[config.mk]
export PLATFORM = sky130hd
export DESIGN_NAME = arb_rr_4x1_stage
export DESIGN_NICKNAME = d
export VERILOG_FILES = /design/src/rtl/arb_rr_4x1_stage_pkg.sv /design/src/rtl/arb_rr4_gnt.sv /design/src/rtl/mux_nbit_4x1.sv /design/src/rtl/arb_rr_4x1_stage.sv
export SDC_FILE = /design/constraint.sdc
export NUM_CORES = 1
export LEC_CHECK = 0
export ABC_CLOCK_PERIOD_IN_PS = 6000
export CORE_ASPECT_RATIO = 1.5
export CORE_MARGIN = 1.5
export CORE_UTILIZATION = 25
export DETAILED_ROUTE_END_ITERATION = 8
export PLACE_DENSITY = 0.71
export SETUP_SLACK_MARGIN = 0.2
export SYNTH_ARGS = -nofsm -noshare
export SYNTH_HDL_FRONTEND = slang
export SYNTH_HIERARCHICAL = 1
export SYNTH_SLANG_ARGS = --single-unit
[constraint.sdc]
create_clock -name clk -period 6 [get_ports clk]
set_input_delay 0.6 -clock clk [delete_from_list [all_inputs] [get_ports clk]]
set_output_delay 0.6 -clock clk [all_outputs]
set_load 0.01 [all_outputs]
[src/rtl/arb_rr_4x1_stage_pkg.sv]
`default_nettype none
// ============================================================================
// Module      : arb_rr_4x1_stage_pkg
// Description : Shared constants and types for the 4-source arbiter stage.
// Revision    : 1.0 - initial release
// ============================================================================
package arb_rr_4x1_stage_pkg;

    localparam int ARB_NSRC  = 4;
    localparam int ARB_IDX_W = 2;

    // Source index: grant index, output source tag and round-robin pointer.
    typedef logic [ARB_IDX_W-1:0] arb_idx_t;

    // Next index after idx, wrapping 3 -> 0.
    function automatic arb_idx_t arb_idx_inc(input arb_idx_t idx);
        return idx + arb_idx_t'(1);
    endfunction

endpackage
`default_nettype wire

[src/rtl/arb_rr4_gnt.sv]
`default_nettype none
// ============================================================================
// Module      : arb_rr4_gnt
// Description : Four-way grant selection. With en=1 the scan starts at
//               rr_ptr and wraps 3->0; with en=0 source 0 has the highest
//               priority. next_ptr is the slot after the winner.
// Revision    : 1.0 - initial release
// ============================================================================
module arb_rr4_gnt
    import arb_rr_4x1_stage_pkg::*;
(
    input  logic [ARB_NSRC-1:0] in_valid,
    input  arb_idx_t            rr_ptr,
    input  logic                en,
    output arb_idx_t            gnt_idx,
    output logic                any_req,
    output arb_idx_t            next_ptr
);

    arb_idx_t w_base;

    assign w_base = en ? rr_ptr : '0;

    // First requesting source found scanning upward from the base, with wrap.
    always_comb begin
        logic     w_found;
        arb_idx_t w_cand;
        gnt_idx = '0;
        w_found = 1'b0;
        w_cand  = '0;
        for (int k = 0; k < ARB_NSRC; k++) begin
            w_cand = w_base + arb_idx_t'(k);
            if (!w_found && in_valid[w_cand]) begin
                gnt_idx = w_cand;
                w_found = 1'b1;
            end
        end
    end

    assign any_req  = |in_valid;
    assign next_ptr = arb_idx_inc(gnt_idx);

endmodule
`default_nettype wire

[src/rtl/mux_nbit_4x1.sv]
`default_nettype none
// ============================================================================
// Module      : mux_nbit_4x1
// Description : N-bit wide 4:1 combinational multiplexer.
// Revision    : 1.0 - initial release
// ============================================================================
module mux_nbit_4x1 #(
    parameter int N = 32
) (
    input  logic [N-1:0] a0,
    input  logic [N-1:0] a1,
    input  logic [N-1:0] a2,
    input  logic [N-1:0] a3,
    input  logic [1:0]   sel,
    output logic [N-1:0] y
);

    // Route the selected source to the output.
    always_comb begin
        y = a0;
        case (sel)
            2'd0:    y = a0;
            2'd1:    y = a1;
            2'd2:    y = a2;
            default: y = a3;
        endcase
    end

endmodule
`default_nettype wire

[src/rtl/arb_rr_4x1_stage.sv]
`default_nettype none
// ============================================================================
// Module      : arb_rr_4x1_stage
// Description : Four-source valid/ready arbiter followed by a single output
//               register stage. Compile-time option ARB_RR_EN selects
//               round-robin arbitration; without it source 0 has fixed
//               highest priority.
// Revision    : 1.0 - initial release
// ============================================================================
module arb_rr_4x1_stage
    import arb_rr_4x1_stage_pkg::*;
#(
    parameter int N = 32
) (
    input  logic                clk,
    input  logic                rst,
    input  logic [ARB_NSRC-1:0] in_valid,
    input  logic [N-1:0]        in_data0,
    input  logic [N-1:0]        in_data1,
    input  logic [N-1:0]        in_data2,
    input  logic [N-1:0]        in_data3,
    output logic [ARB_NSRC-1:0] in_ready,
    output logic                out_valid,
    output logic [N-1:0]        out_data,
    output arb_idx_t            out_src,
    input  logic                out_ready
);

    arb_idx_t     w_gnt_idx;
    arb_idx_t     w_next_ptr;
    arb_idx_t     w_rr_ptr;
    logic         w_any_req;
    logic         w_load;
    logic         w_take;
    logic         w_rr_en;
    logic [N-1:0] w_mux_y;

    logic         r_out_valid;
    logic [N-1:0] r_out_data;
    arb_idx_t     r_out_src;

`ifdef ARB_RR_EN
    arb_idx_t     r_rr_ptr;

    assign w_rr_en  = 1'b1;
    assign w_rr_ptr = r_rr_ptr;

    // Pointer moves past the winner only when a grant is actually consumed.
    always_ff @(posedge clk) begin
        if (rst) begin
            r_rr_ptr <= '0;
        end else if (w_take) begin
            r_rr_ptr <= w_next_ptr;
        end
    end
`else
    logic w_unused_next_ptr;

    assign w_rr_en           = 1'b0;
    assign w_rr_ptr          = '0;
    assign w_unused_next_ptr = ^w_next_ptr;
`endif

    arb_rr4_gnt u_gnt (
        .in_valid (in_valid),
        .rr_ptr   (w_rr_ptr),
        .en       (w_rr_en),
        .gnt_idx  (w_gnt_idx),
        .any_req  (w_any_req),
        .next_ptr (w_next_ptr)
    );

    mux_nbit_4x1 #(
        .N (N)
    ) u_mux (
        .a0  (in_data0),
        .a1  (in_data1),
        .a2  (in_data2),
        .a3  (in_data3),
        .sel (w_gnt_idx),
        .y   (w_mux_y)
    );

    // Register may load when empty or when its word leaves this cycle.
    assign w_load = ~r_out_valid | out_ready;
    assign w_take = w_load & w_any_req;

    // One-hot accept to the winner; suppressed while in reset.
    always_comb begin
        in_ready = '0;
        if (w_take && !rst) begin
            in_ready[w_gnt_idx] = 1'b1;
        end
    end

    // Output stage: capture on transfer, go empty on drain, hold on stall.
    always_ff @(posedge clk) begin
        if (rst) begin
            r_out_valid <= 1'b0;
            r_out_data  <= '0;
            r_out_src   <= '0;
        end else if (w_take) begin
            r_out_valid <= 1'b1;
            r_out_data  <= w_mux_y;
            r_out_src   <= w_gnt_idx;
        end else if (w_load) begin
            r_out_valid <= 1'b0;
        end
    end

    assign out_valid = r_out_valid;
    assign out_data  = r_out_data;
    assign out_src   = r_out_src;

endmodule
`default_nettype wire

==> impl_results.md <==
* Ant. Diodes at 0
* Rows at 44
* Clk_lat worst skew at 270 ps
* Status: finished clean
* Total clock sinks at 35
* Worst EP required at 5400 ps
* Effective utilization at floorplan at 25.8%
* Crit path max fanout at 36
* CTS tree: yes
* Vias in the first global route at roughly 2700
* Gpl congestion at 0.794
* Total Wirelength at 8620 um
* Peak VDD IR at 0.000100 V
* Final min period at 4500 ps
* R2R Path Start: out_valid$_SDFFE_PP0P_
* H-tree depth at 2
* Max Cap Viol at 0
* Met1 Usage GRT at around 17%
* Hold Crit Start: out_data[16]$_SDFFE_PP0P_
* Final Core Density at between 40% and 50%
* Seq. cell area at around 700 sq um
* Global-route wire length before repair at ~14000 um
* Fill cells at about 940
* Multi-input gate area at 1580 sq um
* Relative slew slack at between 20% and 30%
* Slew Viols, Final at 0
* Setup ws final at ~1500 ps
* Area Overhead vs Synth at 74.3%
* # setup viols final at 0
* # port buffers at around 170
* Nature of the critical path startpoint: primary input
* Detail Route Antenna Nets at 0
* Peak Freq at 222 MHz
* CP arrival at slightly below 4000 ps
* Final hold violations at 0
* Cts hold-fix bufs at 0
* Nets at 545
* CTS buffer count at 5
* Clock slew at reported path FFs at 50 ps
* Synth Cell Area at between 2000 and 2500 sq um
* Largest net degree at the start of global routing at 37
* Hold Path Sink: out_data[16]$_SDFFE_PP0P_
* Remaining DRCs at 0
* Syn Area/Cell at between 10 and 15 sq um
* Tot GR Track Use at between 15 and 20%
* R2R setup slack at between 4000 and 5000 ps
* Core footprint at ~9700 sq um
* Final Cycle Share at 75.0%
* GRT met2 Usage at between 30% and 40%
* Worst reg2reg endpoint: out_data[7]$_SDFFE_PP0P_
* # resized after CTS at 0
* Ys Warns at 6
* Crit path capture type: output pin
* Worst reg-to-reg path cell count at 3
* Unrepaired setup endpoints after global routing: false
* Share of layout cells above drive strength 1 at a little under an eighth
* Initial antenna violation count at 0
* Hold Path Class: reg2reg
* Post-CTS Setup Bufs at 0
* Worst-Margin Slew at between 1000 and 1500 ps
* Die ar. at ~11000 sq um
* Placed instance area at approximately 4200 sq um
* PD cells at 203 nW/um^2
* Setup TNS at 0 ps
* Max Clock Skew at around 3.1 ps
* Longest Clk Path Bufs at 2
* Hold depth at 2
* Cells after synthesis at 249
* Lkg Pwr at ~1.6 nW
* Die Ht at 125 um
* Design area at roughly 4400 sq um
* Pre-CTS setup slack at 1510 ps
* HPWL after detailed placement at a little under 7000 um
* Clock Tree Root: clkbuf_16
* I/O pins at around 170
* Crit path kind: in2out
* Global routing's busiest layer: met2
* Vias per cell at slightly below 5
* Wirelength per Cell at roughly 16 um
* GR Overflow Total at 0
* Vias at between 2000 and 3000
* M3 GR Usage at under 10%
* 1st-iter DRT viols at around 140
* Die width at ~85 um
* DR pass1 iterations at 4
* Power consumption at roughly 880 uW
## where the power goes
group / switching [mW] / internal [mW]
clock: 0.0903 / 0.177
combinational: 0.128 / 0.215
sequential: 0.0125 / 0.260
total: 0.231 / 0.652
## per-layer routing
metal / vias to the layer above / part of all wire, %
li1: 1279 / -
met1: 1235 / 36
met2: 91 / 55
met3: 10 / 6.5
met4: 0 / 2.0
met5: - / 0
## through the flow
step / hold slack, ps / cells
after floorplan: 493 / 254
after global placement: 460 / 518
after detailed placement: 468 / 518
after CTS: 475 / 526
after global routing: 493 / 526
final: 473 / 526
## sequential cells by signal (all words and copies together), names as in the netlist
name	count
out_data	32
out_src	2
out_valid	1
## critical path, stage by stage
cell             delay (ps)
clkdlybuf4s50_1         600
nor2_1                   90
nand2_1                 850
inv_2                   530
nor4_1                  480
and2_1                  180
clkdlybuf4s50_1         540
## worst max path at each step
stage	endpoint	slack, ps	cells past startpoint	from
5_1_grt	in_ready[1]	1150	7	in_valid[2]
4_1_cts	in_ready[1]	1510	7	in_valid[2]
3_3_place_gp	in_ready[1]	1580	7	in_valid[2]
6_report	in_ready[1]	1500	7	in_valid[2]
2_1_floorplan	in_ready[0]	3640	6	in_valid[1]
3_5_place_dp	in_ready[1]	1510	7	in_valid[2]
## layout make-up
type                    instances  area share, %
repair buffers                177           40.4
multi-input cells             187           36.2
well taps                     115           3.30
inverters                       4          0.345
flip-flops and latches         35           16.1
clock buffers                   8           3.59
## layout by cell type, fill, tap and decap left out, types with 5 or more instances in the layout
cell             instances
clkdlybuf4s50_1        173
a21oi_1                 38
nand3_1                 35
dfxtp_1                 35
mux4_2                  30
o21ai_0                 24
o21ai_1                 11
conb_1                   6
nand2b_1                 5
nor2_1                   5
clkbuf_16                5
nand2_1                  5
(Power assumes the default switching activity.)
